## src/rtl/ntp_sync_ctrl.sv

```systemverilog
// Time-sync sequencer: reduces HPS Unix seconds to seconds-of-day, aligns the load to PPS, then ticks.
// Latency: strobe to ARMED 18 cycles; PPS pin to time_load/tick_1s is 3 clk edges; all outputs registered.
// Backpressure: none; strobe/PPS inputs are always accepted, and a new hps_time_valid overrides all activity.
//
// Ports:
//   clk_i             system clock
//   reset_i           synchronous active-high reset
//   hps_time_i        Unix seconds published by the HPS
//   hps_time_valid_i  one-cycle strobe qualifying hps_time_i
//   pps_in_i          asynchronous PPS from GPIO (rising edge = second boundary)
//   time_load_o       one-cycle strobe: display clock loads time_value_o
//   time_value_o      seconds-of-day to load (0..86399)
//   tick_1s_o         one-cycle strobe: display clock advances one second
//   sync_state_o      0 IDLE, 1 ARMED/CONVERT, 2 LOCKED, 3 HOLDOVER
//   miss_cnt_o        missed PPS count, saturating at 255
module ntp_sync_ctrl #(
    parameter int CLK_HZ      = 50_000_000,
    parameter int PPS_TOL     = 50_000,
    parameter int TZ_OFFSET_S = 0
) (
    input  logic        clk_i,
    input  logic        reset_i,
    input  logic [31:0] hps_time_i,
    input  logic        hps_time_valid_i,
    input  logic        pps_in_i,
    output logic        time_load_o,
    output logic [16:0] time_value_o,
    output logic        tick_1s_o,
    output logic [1:0]  sync_state_o,
    output logic [7:0]  miss_cnt_o
);

    // ------------------------------------------------------------------
    // Constants
    // ------------------------------------------------------------------
    localparam int SEC_MAX = CLK_HZ + PPS_TOL - 1;
    localparam int CW      = $clog2(SEC_MAX + 1);

    localparam logic [CW-1:0] SEC_NOM_C = CW'(CLK_HZ - 1);
    localparam logic [CW-1:0] SEC_MAX_C = CW'(SEC_MAX);
    localparam logic [CW-1:0] ACC_LO_C  = CW'(CLK_HZ - PPS_TOL);
    localparam logic [CW-1:0] TOL_C     = CW'(PPS_TOL);
    localparam logic [CW-1:0] ONE_C     = CW'(1);

    localparam logic [31:0] DAY_32   = 32'd86400;
    localparam logic [17:0] DAY_18   = 18'd86400;
    localparam logic [16:0] DAY_M1   = 17'd86399;
    localparam logic [17:0] TZ_18    = 18'(TZ_OFFSET_S);

    // Step counter values inside CONVERT: 0..15 reduction, 16 offset, 17 hand-off.
    localparam logic [4:0] STEP_TOD  = 5'd16;
    localparam logic [4:0] STEP_LAST = 5'd17;

    typedef enum logic [2:0] {
        ST_IDLE,
        ST_CONVERT,
        ST_ARMED,
        ST_LOCKED,
        ST_HOLD
    } state_e;

    // ------------------------------------------------------------------
    // State and registers
    // ------------------------------------------------------------------
    state_e         state_q, state_d;
    logic [CW-1:0]  sec_cnt_q, sec_cnt_d;
    logic [31:0]    rem_q, rem_d;
    logic [4:0]     step_q, step_d;
    logic [16:0]    tod_q, tod_d;
    logic           time_load_q, time_load_d;
    logic           tick_q, tick_d;
    logic [16:0]    time_value_q, time_value_d;
    logic [1:0]     sync_state_q, sync_state_d;
    logic [7:0]     miss_q, miss_d;

    logic           pps_s1_q, pps_s2_q, pps_s3_q;

    // ------------------------------------------------------------------
    // PPS synchroniser and edge detect. pps_edge is combinational off the
    // second sync stage so the FSM acts on the third edge after the pin rises.
    // ------------------------------------------------------------------
    logic pps_edge;
    assign pps_edge = pps_s2_q & ~pps_s3_q;

    // Window qualifiers on the free-running second counter.
    logic sec_at_nom, sec_at_max, pps_ok, pps_early;
    assign sec_at_nom = (sec_cnt_q == SEC_NOM_C);
    assign sec_at_max = (sec_cnt_q == SEC_MAX_C);
    assign pps_ok     = pps_edge & (sec_cnt_q >= ACC_LO_C);
    // An edge shortly after a holdover tick means the tick already covered it.
    assign pps_early  = pps_edge & (sec_cnt_q < TOL_C);

    // ------------------------------------------------------------------
    // Day-reduction datapath
    // ------------------------------------------------------------------
    logic [3:0]  shamt;
    logic [31:0] sub_val;
    logic [17:0] tod_sum;

    assign shamt   = 4'd15 - step_q[3:0];
    assign sub_val = DAY_32 << shamt;             // 86400<<15 still fits in 32 bits
    assign tod_sum = {1'b0, rem_q[16:0]} + TZ_18; // rem < 86400 once reduced

    // ------------------------------------------------------------------
    // Process 1: state and datapath registers
    // ------------------------------------------------------------------
    always_ff @(posedge clk_i) begin
        if (reset_i) begin
            state_q      <= ST_IDLE;
            sec_cnt_q    <= '0;
            rem_q        <= '0;
            step_q       <= '0;
            tod_q        <= '0;
            time_load_q  <= 1'b0;
            tick_q       <= 1'b0;
            time_value_q <= '0;
            sync_state_q <= 2'd0;
            miss_q       <= '0;
            pps_s1_q     <= 1'b0;
            pps_s2_q     <= 1'b0;
            pps_s3_q     <= 1'b0;
        end else begin
            state_q      <= state_d;
            sec_cnt_q    <= sec_cnt_d;
            rem_q        <= rem_d;
            step_q       <= step_d;
            tod_q        <= tod_d;
            time_load_q  <= time_load_d;
            tick_q       <= tick_d;
            time_value_q <= time_value_d;
            sync_state_q <= sync_state_d;
            miss_q       <= miss_d;
            pps_s1_q     <= pps_in_i;
            pps_s2_q     <= pps_s1_q;
            pps_s3_q     <= pps_s2_q;
        end
    end

    // ------------------------------------------------------------------
    // Process 2: next-state logic
    // ------------------------------------------------------------------
    always_comb begin
        state_d = state_q;
        if (hps_time_valid_i) begin
            // A fresh HPS time always restarts the sequence.
            state_d = ST_CONVERT;
        end else begin
            unique case (state_q)
                ST_IDLE:    state_d = ST_IDLE;
                ST_CONVERT: if (step_q == STEP_LAST) state_d = ST_ARMED;
                ST_ARMED: begin
                    if (pps_edge)        state_d = ST_LOCKED;
                    else if (sec_at_nom) state_d = ST_HOLD;
                end
                ST_LOCKED: begin
                    if (pps_ok)          state_d = ST_LOCKED;
                    else if (sec_at_max) state_d = ST_HOLD;
                end
                ST_HOLD: begin
                    if (pps_ok || pps_early) state_d = ST_LOCKED;
                end
                default:    state_d = ST_IDLE;
            endcase
        end
    end

    // ------------------------------------------------------------------
    // Process 3: output and datapath next values (registered above)
    // ------------------------------------------------------------------
    always_comb begin
        sec_cnt_d    = sec_cnt_q;
        rem_d        = rem_q;
        step_d       = step_q;
        tod_d        = tod_q;
        time_load_d  = 1'b0;
        tick_d       = 1'b0;
        time_value_d = time_value_q;
        miss_d       = miss_q;

        if (hps_time_valid_i) begin
            rem_d     = hps_time_i;
            step_d    = '0;
            miss_d    = '0;
            sec_cnt_d = '0;
        end else begin
            unique case (state_q)
                ST_IDLE: begin
                    sec_cnt_d = '0;
                end

                ST_CONVERT: begin
                    sec_cnt_d = '0;
                    step_d    = step_q + 5'd1;
                    if (step_q < STEP_TOD) begin
                        // Restoring division by 86400, quotient discarded.
                        if (rem_q >= sub_val) begin
                            rem_d = rem_q - sub_val;
                        end
                    end else if (step_q == STEP_TOD) begin
                        if (tod_sum >= DAY_18) begin
                            tod_d = 17'(tod_sum - DAY_18);
                        end else begin
                            tod_d = tod_sum[16:0];
                        end
                    end
                end

                ST_ARMED: begin
                    if (pps_edge || sec_at_nom) begin
                        // Load the second that is about to start.
                        time_load_d  = 1'b1;
                        time_value_d = (tod_q == DAY_M1) ? '0 : tod_q + 17'd1;
                        sec_cnt_d    = '0;
                    end else begin
                        sec_cnt_d = sec_cnt_q + ONE_C;
                    end
                end

                ST_LOCKED: begin
                    if (pps_ok) begin
                        tick_d    = 1'b1;
                        sec_cnt_d = '0;
                    end else if (sec_at_max) begin
                        // Late tick; restart at PPS_TOL so holdover keeps the nominal phase.
                        tick_d    = 1'b1;
                        miss_d    = (miss_q == 8'hFF) ? miss_q : miss_q + 8'd1;
                        sec_cnt_d = TOL_C;
                    end else begin
                        // Early edges are glitches: counting continues undisturbed.
                        sec_cnt_d = sec_cnt_q + ONE_C;
                    end
                end

                ST_HOLD: begin
                    if (pps_ok) begin
                        tick_d    = 1'b1;
                        sec_cnt_d = '0;
                    end else if (pps_early) begin
                        sec_cnt_d = '0;
                    end else if (sec_at_nom) begin
                        tick_d    = 1'b1;
                        sec_cnt_d = '0;
                    end else begin
                        sec_cnt_d = sec_cnt_q + ONE_C;
                    end
                end

                default: begin
                    sec_cnt_d = '0;
                end
            endcase
        end
    end

    // Reported state follows the next state so it lines up with the strobes.
    always_comb begin
        sync_state_d = 2'd0;
        unique case (state_d)
            ST_IDLE:    sync_state_d = 2'd0;
            ST_CONVERT: sync_state_d = 2'd1;
            ST_ARMED:   sync_state_d = 2'd1;
            ST_LOCKED:  sync_state_d = 2'd2;
            ST_HOLD:    sync_state_d = 2'd3;
            default:    sync_state_d = 2'd0;
        endcase
    end

    assign time_load_o  = time_load_q;
    assign time_value_o = time_value_q;
    assign tick_1s_o    = tick_q;
    assign sync_state_o = sync_state_q;
    assign miss_cnt_o   = miss_q;

endmodule

```

## config.mk

```make
export PLATFORM = sky130hd
export DESIGN_NAME = ntp_sync_ctrl
export DESIGN_NICKNAME = d
export VERILOG_FILES = /design/src/rtl/ntp_sync_ctrl.sv
export SDC_FILE = /design/constraint.sdc
export NUM_CORES = 1
export LEC_CHECK = 0
export BUFFER_PORTS_ARGS = -buffer_cell sky130_fd_sc_hd__buf_2
export CAP_MARGIN = 10
export CORE_MARGIN = 2
export CORE_UTILIZATION = 60
export DETAILED_ROUTE_END_ITERATION = 6
export HOLD_SLACK_MARGIN = 0.12
export PLACE_DENSITY = 0.86
export RECOVER_POWER = 100
export SETUP_SLACK_MARGIN = 0.2
export SLEW_MARGIN = 5
export SYNTH_ARGS = -nofsm -noshare
export SYNTH_HDL_FRONTEND = slang
export SYNTH_SLANG_ARGS = --single-unit
```

## constraint.sdc

```tcl
create_clock -name clk_i -period 5.2 [get_ports clk_i]
set_clock_uncertainty 0.15 [all_clocks]
set_input_delay 0.52 -clock clk_i [delete_from_list [all_inputs] [get_ports clk_i]]
set_output_delay 0.52 -clock clk_i [all_outputs]
set_load 0.01 [all_outputs]
```

==> reports/metrics.yaml <==
drt-total-wl_mm: 17.2
synth_ff_type: "dfxtp_1"
grt_overflow_total: 0
cpLargestDelayFamily: "compound AO/OA/AOI/OAI gates"
pwr-share-comb: 0.119
async_reset_ff_frac: 0
cp_slowest_cell: "dfxtp_1"
grt_pass1_wl_mm: 28.6
setup_viol: 0
min_path_cells: 3
finalNonFillerCells: 1076
hold_path.class: "primary input to flop"
grt_max_degree: 64
clock-root-buffer: "clkbuf_16"
critPathMaxFanout: 11
crit_path_frequent_cell: "o21ai_0"
postRouteAntennaNets: 0
core-area_sq_um: 11500
max_stage_delay_ns: 0.54
die_w_um: 113
tightest_slew_ns: 2.80
rr_worst_depth: 14
synth.top_cells.by_area: "dfxtp_1, ha_1, xor2_1, nor2_1, nand2_1"
num_rows: 39
status: "complete, but fails checks"
p_leak_nw: 2.93
critPathCaptureType: "flop"
rsz0062_at_grt: "no"
clockBufferDepth: 2
path_buf_inv: 3
synth_edf_count: 0
final_core_util: 0.693
r2r_slack_ns: 0.59
yosys_warnings: 0
dr.first_iter.drc_count: 548
hold_end: "rem_q[11]"
gr-usage-met3: 0.0702
syn_area_sq_um: 7070
max_cap_viol_count: 3
yosys.cell_count.top_type: "dfxtp_1"
p_per_area_nw_per_um2: 295
drc: 0
place_hpwl_mm: 11.9
violations: "capacitance limit, slew limit"
p_sw_frac: 0.256
nFillCells: 940
arrival_ns: 4.77
synth.net_count: 941
worstPathRequired_ns: 5.35
synth_top_area_frac: 0.326
ir_worst_vdd_mv: 0.276
dpl.cell_count: 1038
period_minus_slack_ns: 4.61
synth_cell_types: 77
finalCritPeriodShare: 0.887
yosysTopAreaCell: "dfxtp_1"
nNetsFinal: 991
dp_slack_ns: 0.692
met1_usage: 0.350
grt_busiest_layer: "met2"
dieHeight_um: 113
first_pass_iters: 5
internal_power_w: 0.00175
synthToLayoutAreaGrowth_pct: 12.3
gr-usage-met2: 0.454
port_buffers: 64
cts.sinks: 115
relSlewSlack: -0.868
r2r-end: "rem_q[13]"
vias: 6562
ios: 65
grt_util_all_layers: 0.276
worst_setup_path_start_kind: "flop"
postLayoutSetupSlackWorst_ns: 0.589
slew_viol_final: 97
p_clk_frac: 0.487
multi_input_area_sq_um: 4460
cts_tree: "done"
h-tree-depth: 4
finalWeightedCongestion: 0.923
grt_pass1_vias: 6138
seq_power_share: 0.394
start_util: 0.617
cts_made_buffers: 17
yosysSeqAreaShare: 0.326
synth-seq-cells: 115
tns_ns: 0
vias_per_cell: 6.10
clock_latency_ns: 0.43
clk_pin_slew_ns: 0.05
fmax_mhz: 217
rr_startpoint: "step_q[0]"
seqCellArea_sq_um: 2300
whs_ns: 0.137
worstPathCellList: "inv_1, ha_1, inv_1, o21ai_0, o21ai_0, ha_1, a21oi_1, o21ai_0, o31ai_1, a211oi_4, a41oi_4, buf_4, or3_1, a311oi_1"
antenna_found_initial: 0
finalHoldViolCount: 0
ctsResizeCount: 0
min_from: "hps_time_i[11]"
p_sw_w: 0.000602
synthCells: 870
dieArea_sq_um: 12700
avgSynthCellArea_sq_um: 8.13
antenna_cells: 0
yosys-top-cells-count: "dfxtp_1, nor2_1, nand2_1"
post_drt_wl_per_cell_um: 16.0
layout-drive-gt1-share: 0.0932
worst-setup-path-type: "flop to flop"
sequential cells by signal, summed over array words and instances, names as in the netlist, 2 cells and up:
name          flops
rem_q            32
state_q           3
sync_state_o      2
sec_cnt_q        26
tod_q            17
miss_cnt_o        8
step_q            5
time_value_o     17
kinds of logic (layout without fill, tap and decap cells):
family	count (synthesis)	count (layout)	synth area share
DFF	115	115	0.326
AOI/OAI and AO/OA	197	197	0.195
adders and majority gates	35	35	0.0619
xor gates and xnor gates	69	69	0.0855
muxes	23	23	0.0326
buffers and inverters	66	129	0.0400
and+or+nand+nor	365	365	0.260
how the worst max path moves through the flow:
stage / from / to / slack (ns) / cells after the start
after floorplan: step_q[0] / rem_q[14] / 1.48 / 15
after global placement: step_q[0] / rem_q[13] / 0.87 / 14
after detailed placement: step_q[0] / rem_q[13] / 0.69 / 14
after CTS: step_q[0] / rem_q[13] / 0.62 / 14
after global routing: step_q[0] / rem_q[13] / 0.26 / 14
final: step_q[0] / rem_q[13] / 0.59 / 14
per-stage QoR:
stage / area, sq um / power, W
after floorplan: 7070 / 0.00115
after global placement: 7420 / 0.00121
after detailed placement: 7420 / 0.00121
after CTS: 7990 / 0.00235
after global routing: 7950 / 0.00243
final: 7950 / 0.00235
worst min-delay path, stage by stage:
cell,delay [ns]
buf_2,0.07
nand2_1,0.03
o21ai_0,0.05
power groups by stage:
stage | Clock [W] | Sequential, W | Combinational (W)
4_1_cts | 0.00115 | 0.000925 | 0.000275
6_report | 0.00114 | 0.000926 | 0.000278
3_3_place_gp | 0 | 0.000943 | 0.000266
3_5_place_dp | 0 | 0.000944 | 0.000271
5_1_grt | 0.00120 | 0.000928 | 0.000307
2_1_floorplan | 0 | 0.000934 | 0.000214
cells in the final DEF (no fill, tap or decap), types with 23 or more instances in the layout:
cell type	instances
xor2_1	40
nor2_1	88
a21oi_1	56
nor3_1	54
clkbuf_1	41
nand3_1	32
nand2_1	84
buf_2	34
dfxtp_1	115
xnor2_1	29
ha_1	35
a211oi_1	28
o21ai_0	36
mux2i_1	23
layer usage:
layer,vias up,part of all wire
met4,0,0.021
met1,3059,0.45
li1,3274,-
met3,28,0.057
met5,-,0
met2,201,0.47
layout make-up:
cell class	instances	share of cell area
Clock buffer	23	0.0589
Clock inverter	9	0.0132
Inverter	20	0.00945
Multi-Input combinational cell	689	0.562
Sequential cell	115	0.290
Tap cell	143	0.0225
Timing Repair Buffer	77	0.0446
timing repair:
action / 4_1_cts / 5_1_grt
setup endpoints to repair: 0 / 1
endpoints found under the hold margin: 0 / 0
setup buffers: 0 / 6
hold buffers: 0 / 0
No activity file was read; power rests on OpenSTA's default activity.
